`config.mk`:
```
export PLATFORM = sky130hd
export DESIGN_NAME = ps2_keyboard_rx
export DESIGN_NICKNAME = d
export VERILOG_FILES = /design/src/rtl/ps2_pkg.sv /design/src/rtl/sync_2ff.sv /design/src/rtl/ps2_keyboard_rx.sv
export SDC_FILE = /design/constraint.sdc
export NUM_CORES = 1
export LEC_CHECK = 0
export ABC_AREA = 0
export ABC_CLOCK_PERIOD_IN_PS = 2500
export BUFFER_PORTS_ARGS = -buffer_cell sky130_fd_sc_hd__buf_2
export CORE_MARGIN = 10
export CORE_UTILIZATION = 43
export CTS_BUF_LIST = sky130_fd_sc_hd__clkbuf_8
export DETAILED_ROUTE_END_ITERATION = 8
export PLACE_DENSITY = 0.56
export SLEW_MARGIN = 20
export SYNTH_ARGS = -nofsm -noshare
export SYNTH_HDL_FRONTEND = slang
export SYNTH_SLANG_ARGS = --single-unit
```
`constraint.sdc`:
```
create_clock -name clk_in -period 2.5 [get_ports clk_in]
set_input_delay 0.5 -clock clk_in [delete_from_list [all_inputs] [get_ports clk_in]]
set_output_delay 0.5 -clock clk_in [all_outputs]
set_load 0.005 [all_outputs]
```
`src/rtl/ps2_pkg.sv`:
```
// Shared types and constants for the PS/2 keyboard receiver.
// Latency: n/a (declarations only).
// Backpressure: n/a.
package ps2_pkg;

    typedef enum logic [1:0] {
        IDLE   = 2'd0,
        DATA   = 2'd1,
        PARITY = 2'd2,
        STOP   = 2'd3
    } ps2_state_t;

    localparam logic [7:0] PS2_EXT = 8'hE0;
    localparam logic [7:0] PS2_BRK = 8'hF0;

    // True when data plus parity bit carry an odd number of ones.
    function automatic logic odd_parity_ok(input logic [7:0] i_dat, input logic i_par);
        return ^{i_dat, i_par};
    endfunction

endpackage

```
`src/rtl/sync_2ff.sv`:
```
// Two-flop synchronizer for one asynchronous input bit.
// Latency: 2 clk_in cycles.
// Backpressure: none; free-running.
module sync_2ff #(
    parameter logic RESET_VAL = 1'b1
) (
    input  logic clk_in,
    input  logic rst_n_in,
    input  logic d_in,
    output logic q_out
);

    logic r_meta;

    always_ff @(posedge clk_in or negedge rst_n_in) begin
        if (!rst_n_in) begin
            r_meta <= RESET_VAL;
            q_out  <= RESET_VAL;
        end else begin
            r_meta <= d_in;
            q_out  <= r_meta;
        end
    end

endmodule

```
`src/rtl/ps2_keyboard_rx.sv`:
```
// PS/2 keyboard frame receiver with E0/F0 prefix handling and idle timeout.
// Latency: strobe one cycle after the synchronized stop-bit falling edge.
// Backpressure: none; the keyboard cannot be stalled, so every strobe must be taken.
module ps2_keyboard_rx
    import ps2_pkg::*;
#(
    parameter int CLK_HZ         = 100_000_000,
    parameter int TIMEOUT_CYCLES = 100_000
) (
    input  logic       clk_in,
    input  logic       rst_n_in,
    input  logic       ps2_clk_in,
    input  logic       ps2_data_in,
    output logic [7:0] keypress,
    output logic       keypress_valid,
    output logic       keypress_ext,
    output logic       frame_err
);

    localparam int              TO_W   = $clog2(TIMEOUT_CYCLES + 1);
    localparam logic [TO_W-1:0] TO_MAX = TO_W'(TIMEOUT_CYCLES);

    if (CLK_HZ <= 0) begin : g_invalid_clk_hz
    end

    logic w_ps2_clk;
    logic w_ps2_dat;
    logic w_fall;

    logic            r_ps2_clk_prev;
    ps2_state_t      r_state;
    logic [7:0]      r_shift;
    logic [2:0]      r_bit_cnt;
    logic [TO_W-1:0] r_to_cnt;
    logic            r_par_ok;
    logic            r_brk;
    logic            r_ext;

    sync_2ff #(.RESET_VAL(1'b1)) u_sync_clk (
        .clk_in   (clk_in),
        .rst_n_in (rst_n_in),
        .d_in     (ps2_clk_in),
        .q_out    (w_ps2_clk)
    );

    sync_2ff #(.RESET_VAL(1'b1)) u_sync_dat (
        .clk_in   (clk_in),
        .rst_n_in (rst_n_in),
        .d_in     (ps2_data_in),
        .q_out    (w_ps2_dat)
    );

    assign w_fall = r_ps2_clk_prev & ~w_ps2_clk;

    always_ff @(posedge clk_in or negedge rst_n_in) begin
        if (!rst_n_in) begin
            r_ps2_clk_prev <= 1'b1;
            r_state        <= IDLE;
            r_shift        <= 8'h00;
            r_bit_cnt      <= 3'd0;
            r_to_cnt       <= '0;
            r_par_ok       <= 1'b0;
            r_brk          <= 1'b0;
            r_ext          <= 1'b0;
            keypress       <= 8'h00;
            keypress_valid <= 1'b0;
            keypress_ext   <= 1'b0;
            frame_err      <= 1'b0;
        end else begin
            r_ps2_clk_prev <= w_ps2_clk;
            keypress_valid <= 1'b0;
            frame_err      <= 1'b0;

            if (r_state == IDLE) begin
                r_to_cnt <= '0;
                if (w_fall && !w_ps2_dat) begin
                    r_state   <= DATA;
                    r_bit_cnt <= 3'd0;
                end
            end else if (w_fall) begin
                r_to_cnt <= '0;
                case (r_state)
                    DATA: begin
                        r_shift <= {w_ps2_dat, r_shift[7:1]};
                        if (r_bit_cnt == 3'd7) begin
                            r_state <= PARITY;
                        end else begin
                            r_bit_cnt <= r_bit_cnt + 3'd1;
                        end
                    end
                    PARITY: begin
                        r_par_ok <= odd_parity_ok(r_shift, w_ps2_dat);
                        r_state  <= STOP;
                    end
                    default: begin
                        r_state <= IDLE;
                        if (r_par_ok && w_ps2_dat) begin
                            if (r_shift == PS2_EXT) begin
                                r_ext <= 1'b1;
                            end else if (r_shift == PS2_BRK) begin
                                r_brk <= 1'b1;
                            end else if (r_brk) begin
                                // Release code: swallow it along with any prefixes.
                                r_brk <= 1'b0;
                                r_ext <= 1'b0;
                            end else begin
                                keypress       <= r_shift;
                                keypress_ext   <= r_ext;
                                keypress_valid <= 1'b1;
                                r_ext          <= 1'b0;
                            end
                        end else begin
                            frame_err <= 1'b1;
                            r_brk     <= 1'b0;
                            r_ext     <= 1'b0;
                        end
                    end
                endcase
            end else if (r_to_cnt == TO_MAX) begin
                r_state   <= IDLE;
                frame_err <= 1'b1;
                r_brk     <= 1'b0;
                r_ext     <= 1'b0;
            end else begin
                r_to_cnt <= r_to_cnt + 1'b1;
            end
        end
    end

endmodule

```
==> results.md <==
Run status:
- The run finished with clean final reports.

Global route:
- The via count of the first global-routing pass is between 1500 and 2000.
- The first-pass GRT wire length is 7550 µm.
- The aggregate global-route resource usage is 10.8%.
- met2 is the most crowded layer.
- In the global route stage, met1 resource usage came out at about 12%.
- The residual overflow from global routing is 0.
- The initial antenna violation count is 0.
- Entering global routing, the biggest net connects 28 pins.
- The met2 layer usage reported by global route is 18.4%.
- The met3 usage in global routing is 3.76%.

Timing:
- The final setup slack of the worst path is 0.452 ns.
- At the pin with the least slew margin, the transition time is 0.572 ns.
- The fraction of the cycle the final worst path needs is ~80%.
- The time the worst path needs with I/O delays and setup is 2.05 ns.
- The number of failing hold endpoints at the final stage came to 0.
- The final setup violation count is 0.
- The setup clock skew after layout is 0.0105 ns.
- The number of pins exceeding their max-slew limit in the final report is 0.
- The achievable frequency is 488 MHz.
- In this run the tightest slew margin relative to its limit is 61.9%.
- Summed over all failing endpoints, the final setup total negative slack is 0 ns.
- Setup repair after global routing left no endpoint under its margin.

Worst setup path:
- The worst setup path is launched from a flop.
- The type of the worst setup path is reg -> reg.
- The required time at the worst-slack endpoint is 2.69 ns.
- Together, buffers and inverters on the worst path number 1.
- The worst setup path is captured at a flop.
- In this run the worst path has a maximum fanout of 10.
- Walking the worst path, the cells encountered are inv_1 -> ha_1 -> or4_4 -> nor2_8 -> mux2_4.
- In this design, the stage delay of the slowest critical-path cell is 0.58 ns.
- The cell type group with the largest total delay on the critical path is simple AND/OR/NAND/NOR gates.
- The timing startpoint of the critical path is r_state[1].
- The critical path's slowest cell is or4_4.
- The data arrival time at the worst-slack endpoint is 2.24 ns.
- The critical register-to-register path startpoint is r_state[1].

Routing:
- The violation count after the first detailed-routing iteration is 46.
- The detail route stage leaves a number of antenna-violating nets equal to 0.
- The number of detailed-route iterations in the first pass is 4.
- The wire length after detailed routing is 4280 µm.
- The number of vias per cell is 5.00.
- The remaining routing DRC violations is 0.
- Dividing the detail-routed wire length by the instance count gives 14.5 µm.
- The routed layout has 1480 vias.

Finish:
- The number of antenna diodes in the final layout is 0.
- Cells fill 49.9% of the core in the end.
- The area growth from synthesis to layout is 11.0%.
- The post-route cell area is 2580 µm².
- The share of cells above drive strength 1 is 23.0%.
- At the end of the flow, the number of nets in the layout was 236.

Worst hold path:
- The worst min-delay path class is in -> async.

Synth:
- The synthesized netlist cell count is 203.
- The synthesized design devotes to its leading area cell type 47.4% of total area.
- By count the netlist is led by dfrtp_1, nor2_1, nand2_1.
- The most frequent cell after synthesis is dfrtp_1.
- The synthesized netlist net count is 214.
- The total of warnings raised by yosys is 0.
- The mux cell area share after synthesis is 8.35%.
- The most instantiated flip-flop cell in the synthesis netlist is dfrtp_1.
- Ranked by total cell area, the synthesized netlist is headed by dfrtp_1, dfstp_2, xnor2_1.
- The synthesized design contains 49 register bits.
- After Yosys synthesis, full adders, half adders and majority gates account for roughly 3.8% of the synthesized area.
- The fraction of synthesized cell area in xor and xnor cells is about 7.2%.
- In this run, synthesis inferred 0 flip-flops with an integrated enable.
- Summed over all instances, the cell type with the most area after synthesis is dfrtp_1.
- The synthesized netlist devotes 18.7% of its cell area to simple gates.
- The combinational family with the most area after synthesis is simple AND/OR/NAND/NOR gates.
- Of all flip-flops after synthesis, the portion carrying an async set or reset was 100%.
- The post-synthesis cell type count is 42.
- The part of the Yosys area used for sequential elements is 53.1%.
- In this run the mean area of a mapped cell was 11.4 µm².
- The area fraction in compound gates after synthesis is 6.57%.
- Summing every instance area after synthesis gives between 2000 and 2500 µm².

CTS:
- The post-cts repair resize count is 0.
- CTS placed an instance of clkbuf_8 at the clock tree root.
- Clock-pin slew was measured on the worst setup and hold paths at 0.09 ns.
- No sink is reached through more buffers than the 2 on the longest clock path.
- For this design, the CTS-stage hold fixing added 0 buffers.
- The number of setup buffers added after CTS is 0.
- The insertion delay of the later-clocked pin in the worst-skew pair is 0.30 ns.
- For this design, the sink count on the clock tree is 49.
- The number of H-tree levels is 2.
- The TritonCTS clock tree is built.
- The total clock buffers created by CTS is 5.

Floorplanning:
- The number of primary I/O pins is 15.
- The initial core utilization is approximately 45%.
- The vertical die dimension is 93.5 µm.
- The floorplan step defined a die boundary enclosing between 8000 and 9000 µm².
- After floorplanning, the core was sized to cover slightly above 5000 µm².
- The horizontal die dimension is 93.5 µm.
- The row count is 26.

Place:
- At the end of routability-driven placement, the weighted congestion stood at 0.820.
- The count of buffers inserted at the top-level ports is 14.
- The cell area after placement is 2500 µm².
- The total half-perimeter wirelength after legalization and detailed placement is 3200 µm.
- Timing analysis after detailed placement gives a worst setup slack of between 0.4 and 0.5 ns.

Power and ir drop:
- For this design the ratio of total power to cell area is 879 nW/µm².
- The highest ir drop seen on vdd is 0.330 mV.
- The analysis attributes to cell leakage a power of 1.15 nW.

Run:
- Across the run, the number of max-cap violations was 0.
-- kinds of logic (layout without fill, tap and decap cells) --
logic type | count (synthesis) | after routing
adders and majority gates | 7 | 7
xor gates and xnor gates | 19 | 19
and+or+nand+nor | 73 | 73
buffers and inverters | 14 | 37
DFF | 49 | 49
AOI/OAI and AO/OA | 26 | 26
muxes | 15 | 15
-- metrics by stage --
step / power, W / instances / hold WS, ns
floorplan: 0.00164 / 203 / 0.204
global placement: 0.00182 / 288 / 0.346
detailed placement: 0.00185 / 288 / 0.347
CTS: 0.00231 / 296 / 0.201
global route: 0.00245 / 296 / 0.212
finish: 0.00227 / 296 / 0.186
-- layer usage --
| layer | vias to the layer above | wire length (µm) |
|---|---|---|
| li1 | 742 | - |
| met5 | - | 0 |
| met2 | 13 | 2130 |
| met4 | 0 | 52 |
| met1 | 718 | 1920 |
| met3 | 7 | 173 |
-- sequential cells by signal, indices dropped and copies added (netlist names), 2 cells and up --
register and cells:
keypress 8, r_shift 8, r_state 2, r_bit_cnt 3, r_to_cnt 17
-- path summary, 6_finish.rpt --
path | endpoint | slack [ns] | depth (start not counted)
min in group clk_in | u_sync_dat.r_meta | 0.29 | 1
max in group asynchronous | r_shift[0] | 1.72 | 2
max reg2reg | keypress[3] | 0.45 | 5
min | r_par_ok | 0.19 | 1
min reg2reg | u_sync_clk.q_out | 0.36 | 0
max | keypress[3] | 0.45 | 5
-- final cells by class --
type | instances | area [µm²]
clock buffers | 5 | 68.8
well taps | 70 | 87.6
inverters | 11 | 41.3
repair buffers | 18 | 100
flip-flops and latches | 49 | 1230
clock inverters | 3 | 13.8
multi-input cells | 140 | 1030
fillers | 453 | 2590
-- cell usage in the layout (no fill, tap or decap), types with 2 or more instances in the layout --
cell	n
nand3_1	6
nor2_1	21
nor4bb_1	3
inv_1	12
o22a_1	3
or3_1	4
o21ai_1	2
nand2_1	15
xor2_1	6
or4_4	2
dfrtp_1	44
o21ai_0	10
xnor2_1	13
ha_1	7
nand4_1	4
clkinv_2	2
clkbuf_8	5
dfstp_2	5
buf_2	14
a21oi_1	7
mux2_2	7
buf_4	4
mux2_4	7
nand2b_1	3
-- worst register-to-register path, cell delays in order, from the launching register on --
cell and delay (ns):
dfrtp_1 0.39, inv_1 0.08, ha_1 0.32, or4_4 0.58
nor2_8 0.25, mux2_4 0.33
-- power by group --
group          internal [W]  switching, W  total [W]  leakage, nW
Sequential         0.000957      0.000174    0.00113        0.644
Combinational      0.000359      0.000338   0.000698        0.459
Clock              0.000190      0.000250   0.000440       0.0491
Total               0.00151      0.000761    0.00227         1.15
Note: power is estimated with default switching activity, not from simulation.
